[src/rtl/maskmul_pkg.sv]
// Shared constants and GF(2^2) arithmetic for the masked multiplier block.
// Latency: n/a (package only).
// Backpressure: n/a (package only).
//
// Element encoding: 0, 1, 2 = x, 3 = x+1, reduced modulo x^2 + x + 1.
// Pin-index constants give the LSB of each field on the TT user pins.
package maskmul_pkg;

  localparam int GF_W = 2;

  // ui_in field LSBs
  localparam int UI_AM_LSB = 0;
  localparam int UI_BM_LSB = 2;
  localparam int UI_MA_LSB = 4;
  localparam int UI_MB_LSB = 6;

  // uio_in field positions
  localparam int UIO_MQ_LSB = 0;
  localparam int UIO_HEAD   = 2;
  localparam int UIO_PCLK   = 3;
  localparam int UIO_SET    = 4;

  // uo_out field positions
  localparam int UO_QM_LSB  = 0;
  localparam int UO_TAIL    = 2;

  // GF(2^2) multiply. The high-by-high term c folds back into both bits
  // because x^2 reduces to x + 1.
  function automatic logic [GF_W-1:0] gf4_mul(input logic [GF_W-1:0] p,
                                               input logic [GF_W-1:0] r);
    logic c;
    c = p[1] & r[1];
    gf4_mul = {(p[1] & r[0]) ^ (p[0] & r[1]) ^ c, (p[0] & r[0]) ^ c};
  endfunction

endpackage

[src/rtl/gf4_mul_masked.sv]
// Masked GF(2^2) multiply: qm = (a*b) ^ mq from shares, plain operands never formed.
// Latency: 1 clk (registered output).
// Backpressure: none; accepts a new operand set every cycle.
//
// Ports: clk, reset (sync, active-high); am/ma and bm/mb are the two shares of
// a and b; mq is the fresh output mask; qm is the registered masked product.
module gf4_mul_masked
  import maskmul_pkg::*;
(
  input  logic            clk,
  input  logic            reset,
  input  logic [GF_W-1:0] am,
  input  logic [GF_W-1:0] bm,
  input  logic [GF_W-1:0] ma,
  input  logic [GF_W-1:0] mb,
  input  logic [GF_W-1:0] mq,
  output logic [GF_W-1:0] qm
);

  logic [GF_W-1:0] ambm;
  logic [GF_W-1:0] ammb;
  logic [GF_W-1:0] bmma;
  logic [GF_W-1:0] mamb;
  logic [GF_W-1:0] qm_r;

  assign ambm = gf4_mul(am, bm);
  assign ammb = gf4_mul(am, mb);
  assign bmma = gf4_mul(bm, ma);
  assign mamb = gf4_mul(ma, mb);

  // The output mask is applied before any other cross-product is folded in,
  // so no intermediate XOR ever holds an unmasked value.
  always_ff @(posedge clk) begin
    if (reset) begin
      qm_r <= '0;
    end else begin
      qm_r <= (((ambm ^ mq) ^ ammb) ^ bmma) ^ mamb;
    end
  end

  assign qm = qm_r;

endmodule

[src/rtl/tt_openfpga_top.sv]
// TinyTapeout wrapper: masked GF(2^2) multiplier plus optional ccff config chain.
// Latency: 1 clk for qm; config chain shifts ~2 clk after each prog_clk rise.
// Backpressure: none; free-running, no handshake.
//
// Ports: clk, reset (sync, active-high), ena (ignored);
//   ui_in  [1:0]=am [3:2]=bm [5:4]=ma [7:6]=mb
//   uio_in [1:0]=mq [2]=ccff_head [3]=prog_clk [4]=set
//   uo_out [1:0]=qm [2]=ccff_tail, rest 0; uio_out/uio_oe all 0.
// Build option MASKMUL_CFG_CHAIN_EN: when defined, the prog_clk/head/set
// synchronizers and CFG_LEN-bit chain are built; otherwise ccff_tail is 0.
module tt_openfpga_top #(
  parameter int CFG_LEN = 8
) (
  input  logic       clk,
  input  logic       reset,
  input  logic       ena,
  input  logic [7:0] ui_in,
  input  logic [7:0] uio_in,
  output logic [7:0] uo_out,
  output logic [7:0] uio_out,
  output logic [7:0] uio_oe
);
  import maskmul_pkg::*;

  logic [GF_W-1:0] qm;
  logic            ccff_tail;

  gf4_mul_masked u_mul (
    .clk   (clk),
    .reset (reset),
    .am    (ui_in[UI_AM_LSB +: GF_W]),
    .bm    (ui_in[UI_BM_LSB +: GF_W]),
    .ma    (ui_in[UI_MA_LSB +: GF_W]),
    .mb    (ui_in[UI_MB_LSB +: GF_W]),
    .mq    (uio_in[UIO_MQ_LSB +: GF_W]),
    .qm    (qm)
  );

`ifdef MASKMUL_CFG_CHAIN_EN
  logic               ps0, ps1;
  logic               hs0, hs1;
  logic               ss0, ss1;
  logic               shift_pulse;
  logic [CFG_LEN-1:0] cfg;

  // head goes through the same two stages as prog_clk so the bit sampled on a
  // shift is the one that was stable around the prog_clk rise.
  always_ff @(posedge clk) begin
    if (reset) begin
      ps0 <= 1'b0;
      ps1 <= 1'b0;
      hs0 <= 1'b0;
      hs1 <= 1'b0;
      ss0 <= 1'b0;
      ss1 <= 1'b0;
    end else begin
      ps0 <= uio_in[UIO_PCLK];
      ps1 <= ps0;
      hs0 <= uio_in[UIO_HEAD];
      hs1 <= hs0;
      ss0 <= uio_in[UIO_SET];
      ss1 <= ss0;
    end
  end

  assign shift_pulse = ps0 & ~ps1;

  if (CFG_LEN == 1) begin : g_chain_one
    always_ff @(posedge clk) begin
      if (reset) begin
        cfg <= '0;
      end else if (ss1) begin
        cfg <= '1;
      end else if (shift_pulse) begin
        cfg <= hs1;
      end
    end
  end else begin : g_chain_n
    always_ff @(posedge clk) begin
      if (reset) begin
        cfg <= '0;
      end else if (ss1) begin
        cfg <= '1;
      end else if (shift_pulse) begin
        cfg <= {cfg[CFG_LEN-2:0], hs1};
      end
    end
  end

  assign ccff_tail = cfg[CFG_LEN-1];

  logic unused_sink;
  assign unused_sink = &{1'b0, ena, uio_in[7:5]};
`else
  assign ccff_tail = 1'b0;

  logic unused_sink;
  assign unused_sink = &{1'b0, ena, uio_in[7:2], CFG_LEN[0]};
`endif

  always_comb begin
    uo_out                       = '0;
    uo_out[UO_QM_LSB +: GF_W]    = qm;
    uo_out[UO_TAIL]              = ccff_tail;
  end

  assign uio_out = '0;
  assign uio_oe  = '0;

endmodule

[config.mk]
export PLATFORM = sky130hd
export DESIGN_NAME = tt_openfpga_top
export DESIGN_NICKNAME = d
export VERILOG_FILES = /design/src/rtl/maskmul_pkg.sv /design/src/rtl/gf4_mul_masked.sv /design/src/rtl/tt_openfpga_top.sv
export SDC_FILE = /design/constraint.sdc
export NUM_CORES = 1
export LEC_CHECK = 0
export BUFFER_PORTS_ARGS = -buffer_cell sky130_fd_sc_hd__buf_2
export CELL_PAD_IN_SITES_DETAIL_PLACEMENT = 0
export CELL_PAD_IN_SITES_GLOBAL_PLACEMENT = 1
export CORE_MARGIN = 2
export CORE_UTILIZATION = 21
export DETAILED_ROUTE_END_ITERATION = 7
export PLACE_DENSITY = 0.84
export SLEW_MARGIN = 10
export SYNTH_ARGS = -nofsm -noshare
export SYNTH_HDL_FRONTEND = slang
export SYNTH_SLANG_ARGS = --single-unit
[constraint.sdc]
create_clock -name clk -period 1.4 [get_ports clk]
set_input_delay 0.35 -clock clk [delete_from_list [all_inputs] [get_ports clk]]
set_output_delay 0.35 -clock clk [all_outputs]
set_load 0.02 [all_outputs]
### Word-level counts from Yosys, hierarchy flattened

Index checks and enable logic that the tools add are counted.

| word-level totals | value |
|---|---|
| bits in registers | 2 |
| bits of input ports | 19 |
| output and inout port bits | 24 |
| word-level logic and storage cells | 33 |

| operators by class | value |
|---|---|
| bitwise operators | 32 |

Operator list:

| cell | count |
|---|---|
| 1-bit bitwise AND | 16 |
| 1-bit XOR | 12 |
| 2-bit XOR | 4 |

### Depth between registers and ports, before layout

| depth | value |
|---|---|
| depth after elaboration | 7 |
| gate-level depth with buffers | 6 |
| depth with buffers taken out | 6 |

### Hierarchy

From an unflattened synthesis, not the netlist that was laid out.

| second synthesis, totals | value |
|---|---|
| cells, all modules | 62 |
| area, all modules | 455.4 um^2 |

Modules (own cells, without submodules):

| module | instances | cells each | area an instance (um^2) | sequential area each (um^2) |
|---|---|---|---|---|
| gf4_mul_masked | 1 | 39 | 286.5 | 40.0 |
| tt_openfpga_top | 1 | 23 | 168.9 | 0.0 |

### Least setup slack after synthesis

No wires, ideal clock.

| path | value |
|---|---|
| path kind | input-to-reg |
| start point | input ui_in[7] |
| end point | register u_mul.qm_r[1] (netlist: u_mul.qm[1]) |
| library setup time | 0.115 ns |
| data arrival time | 1.221 ns |
| data required time | 1.285 ns |
| path slack | 0.064 ns |
| stages on the path | 5 |
| path buffers | 0 |
| cells stage by stage | mux2_1 a22oi_1 xor2_2 xnor2_1 nor2_1 |

| on the way | value |
|---|---|
| cells in the longest elaborated chain, start to end | 6 |
| elaborated cells between the ends (all ways) | 11 |
| classes of those cells | 11 x bitwise |

Ends and longest elaborated chain:

| element | line | RTL |
|---|---|---|
| start, declared | tt_openfpga_top.sv:17 | `input logic [7:0] ui_in,` |
| 1-bit bitwise AND | maskmul_pkg.sv:33 | `gf4_mul = {(p[1] & r[0]) ^ (p[0] & r[1]) ^ c, (p[0] & r[0]) ^ c};` |
| 1-bit XOR (2 in series) | maskmul_pkg.sv:33 |  |
| 2-bit XOR (2 in series) | gf4_mul_masked.sv:37 | `qm_r <= (((ambm ^ mq) ^ ammb) ^ bmma) ^ mamb;` |
| 2-bit XOR (*) | gf4_mul_masked.sv:37 |  |
| end signal, assigned | gf4_mul_masked.sv:37 |  |
| end, declared | gf4_mul_masked.sv:24 | `logic [GF_W-1:0] qm_r;` |

Every way passes the cells marked *; elsewhere a longest branch is shown, timed or not.
A chain may end at the register's enable or synchronous reset.

### Worst setup path after layout

| path | value |
|---|---|
| start point | input ui_in[1] |
| end point | register u_mul.qm_r[1] (netlist: u_mul.qm[1]) |

| on the way | value |
|---|---|
| cells in the longest elaborated chain, start to end | 7 |
| elaborated cells between the ends (all ways) | 12 |
| classes of those cells | 12 x bitwise |

Ends and longest elaborated chain:

| element | line |
|---|---|
| 1-bit bitwise AND | maskmul_pkg.sv:33 |
| 1-bit XOR (2 in series) | maskmul_pkg.sv:33 |
| 2-bit XOR | gf4_mul_masked.sv:37 |
| 2-bit XOR (*) (3 in series) | gf4_mul_masked.sv:37 |

Marked as above.

==> metrics.md <==
| Metric | Value |
|---|---|
| Status | `complete, no violations` |
| Max-cap violation count | `0` |
| Post-route cell area | `564 um2` |
| Power Total | `429 uW` |
| F_max | `0.767 GHz` |
| IO Port Bufs | `13` |
| Drt pass-1 iters | `4` |
| Reg clk slew, reported paths | `around 0.03 ns` |
| Number of global-route vias before repair | `roughly 370` |
| Share of layout cells above drive strength 1 | `between 30% and 40%` |
| Core box area | `0.00217 mm2` |
| Crit-path max cell delay | `around 0.24 ns` |
| Number of routed nets with antenna violations | `0` |
| # setup viols final | `0` |
| PnR worst setup slack | `~0.096 ns` |
| Root buf cell | `clkbuf_4` |
| Total track usage | `7.12%` |
| Core Rows | `17` |
| Critical Path Sink Type | `flop` |
| Worst Setup Start Kind | `input pin` |
| Critical path class | `input pin to flop` |
| Layout area overhead | `19.9%` |
| Leak | `between 0.2 and 0.3 nW` |
| Vias after detailed routing | `roughly 400` |
| Wirelength, routed | `between 800 and 900 um` |
| Cts bufs inserted | `3` |
| Final Max Tran Viols | `0` |
| Worst min-delay path class | `input pin to flop` |
| Commonest cells after routing, fill and taps aside | `22 x conb_1, 13 x buf_2, 8 x xnor2_1, 7 x buf_4, 6 x nor2_1` |
| Worst Setup SP | `ui_in[1]` |
| Routability cong. | `approximately 0.73` |
| Top Family by Delay on Critical Path | `XOR/XNOR gates` |
| DIE AREA | `about 0.0026 mm2` |
| N_diodes | `0` |
| Synth warn | `0` |
| Crit path top cell by count | `xnor2_1` |
| Die H | `a little over 50 um` |
| Final worst path period share | `~93%` |
| DR iter-0 viols | `3` |
| First-pass GRT wire length | `~1300 um` |
| Via density | `~3.6` |
| Seq/Total Area, Yosys | `under 10%` |
| Max Buffers Root-to-Sink | `2` |
| Dpl hpwl | `~740 um` |
| CTS tree | `yes` |
| Distinct cells, synth | `17` |
| Chip width | `between 50 and 60 um` |
| Final hold violation count | `0` |
| Crit-path max FO | `5` |
| Synth area leader | `buf_4` |
| I/O pin total | `43` |
| CP max-delay cell | `xnor2_1` |
| Pwr per Cell Area | `761 mW/mm2` |
| CTS H-tree lvls | `1` |
| Initial Util | `between 20% and 30%` |
| CP bufs+invs | `1` |
| Post-layout min period | `around 1.3 ns` |
| Dpl cell area | `approximately 540 um2` |
| Top cell type's share of synthesized area | `about a third` |
| Post-DR wirelength/cell | `a little under 8 um` |
| Number of flip-flops in the largest register | `2` |
| GRT overflow | `0` |
| Final #Nets | `104` |
| Synth Instances | `just over 60` |
| Post-synthesis cell area | `470 um2` |
| Largest net degree at the start of global routing | `8` |
| DRC violations left | `0` |
| RSZ-0062 raised after global routing | `no` |
| WP data arrival | `1.42 ns` |
| Cell Chain, Critical Path | `buf_2 -> xnor2_1 -> mux2i_1 -> o22ai_1 -> xor2_1 -> xnor2_1 -> nor2_1` |
| VDD IR max | `273 uV` |
| Initial antenna violation count | `0` |
| Synth top area cells | `buf_4 35%, xnor2_1 15%, dfxtp_1 8.5%, mux2_2 7.2%, nor2_1 4.8%` |
| Setup WS pre-CTS | `-0.171 ns` |
| Clk sink count | `2` |
| CTS Hold Buffers Added | `0` |
| Worst hold slack | `slightly below 0.3 ns` |
| Worst hold start | `reset` |
| Mean Syn Cell Area | `slightly below 8 um2` |
| Data required, critical path | `around 1.5 ns` |
| Filler Cell Count | `roughly 240` |
| Yosys reg bits | `2` |
| Post-layout util | `around a quarter` |
| Most common cell after layout, fill and taps aside | `conb_1` |
cells in the mapped netlist:
cell type   n
buf_4      22
mux2i_1     1
a21oi_1     3
nand2b_1    2
mux2_1      1
and2b_1     1
o22ai_1     1
xor2_2      1
nor2_1      6
xnor2_1     8
xor2_1      2
conb_1      1
a22oi_1     2
mux2_2      3
nand2_1     4
and2b_2     1
dfxtp_1     2
per-layer routing:
metal	vias up	global-route usage, %	wire length (um)
met4	0	7.46	14
li1	198	-	-
met3	2	1.75	84
met1	174	6.15	297
met5	-	0	0
met2	27	12.8	468
stage by stage:
| stage | cells | TNS [ns] |
|---|---|---|
| final | 111 | 0 |
| after global routing | 111 | 0 |
| after CTS | 111 | 0 |
| after detailed placement | 108 | -0.179 |
| after global placement | 108 | -0.130 |
| after floorplan | 82 | 0 |
cell families (layout without fill, tap and decap cells):
kind of cell / Yosys count / in the layout / synth area share, %
flops: 2 / 2 / 8.51
xor+xnor: 11 / 11 / 22.1
compound gates: 6 / 6 / 7.71
buf+inv: 22 / 23 / 35.1
other cells: 1 / 22 / 0.797
mux: 5 / 5 / 11.7
simple gates: 14 / 14 / 14.1
final timing paths:
check,end,cells past startpoint
worst min-delay path,u_mul.qm[0],2
worst max-delay path,u_mul.qm[1],7
final cells by class:
type	instances	area [um2]	share of cell area [%]
clock buffers	3	22.5	3.99
multi-input cells	58	349	61.9
flip-flops and latches	2	40.0	7.10
well taps	28	35.0	6.21
repair buffers	20	118	20.8
what timing repair did:
item                       CTS  global route
resized for setup            0             1
setup endpoints to repair    0             1
buffers inserted             0             0
report_power, final:
| part | internal, mW | switching, mW |
|---|---|---|
| clock network | 0.0945 | 0.0331 |
| logic | 0.0913 | 0.138 |
| registers | 0.0699 | 0.00228 |
No activity file was read; power rests on OpenSTA's default activity.
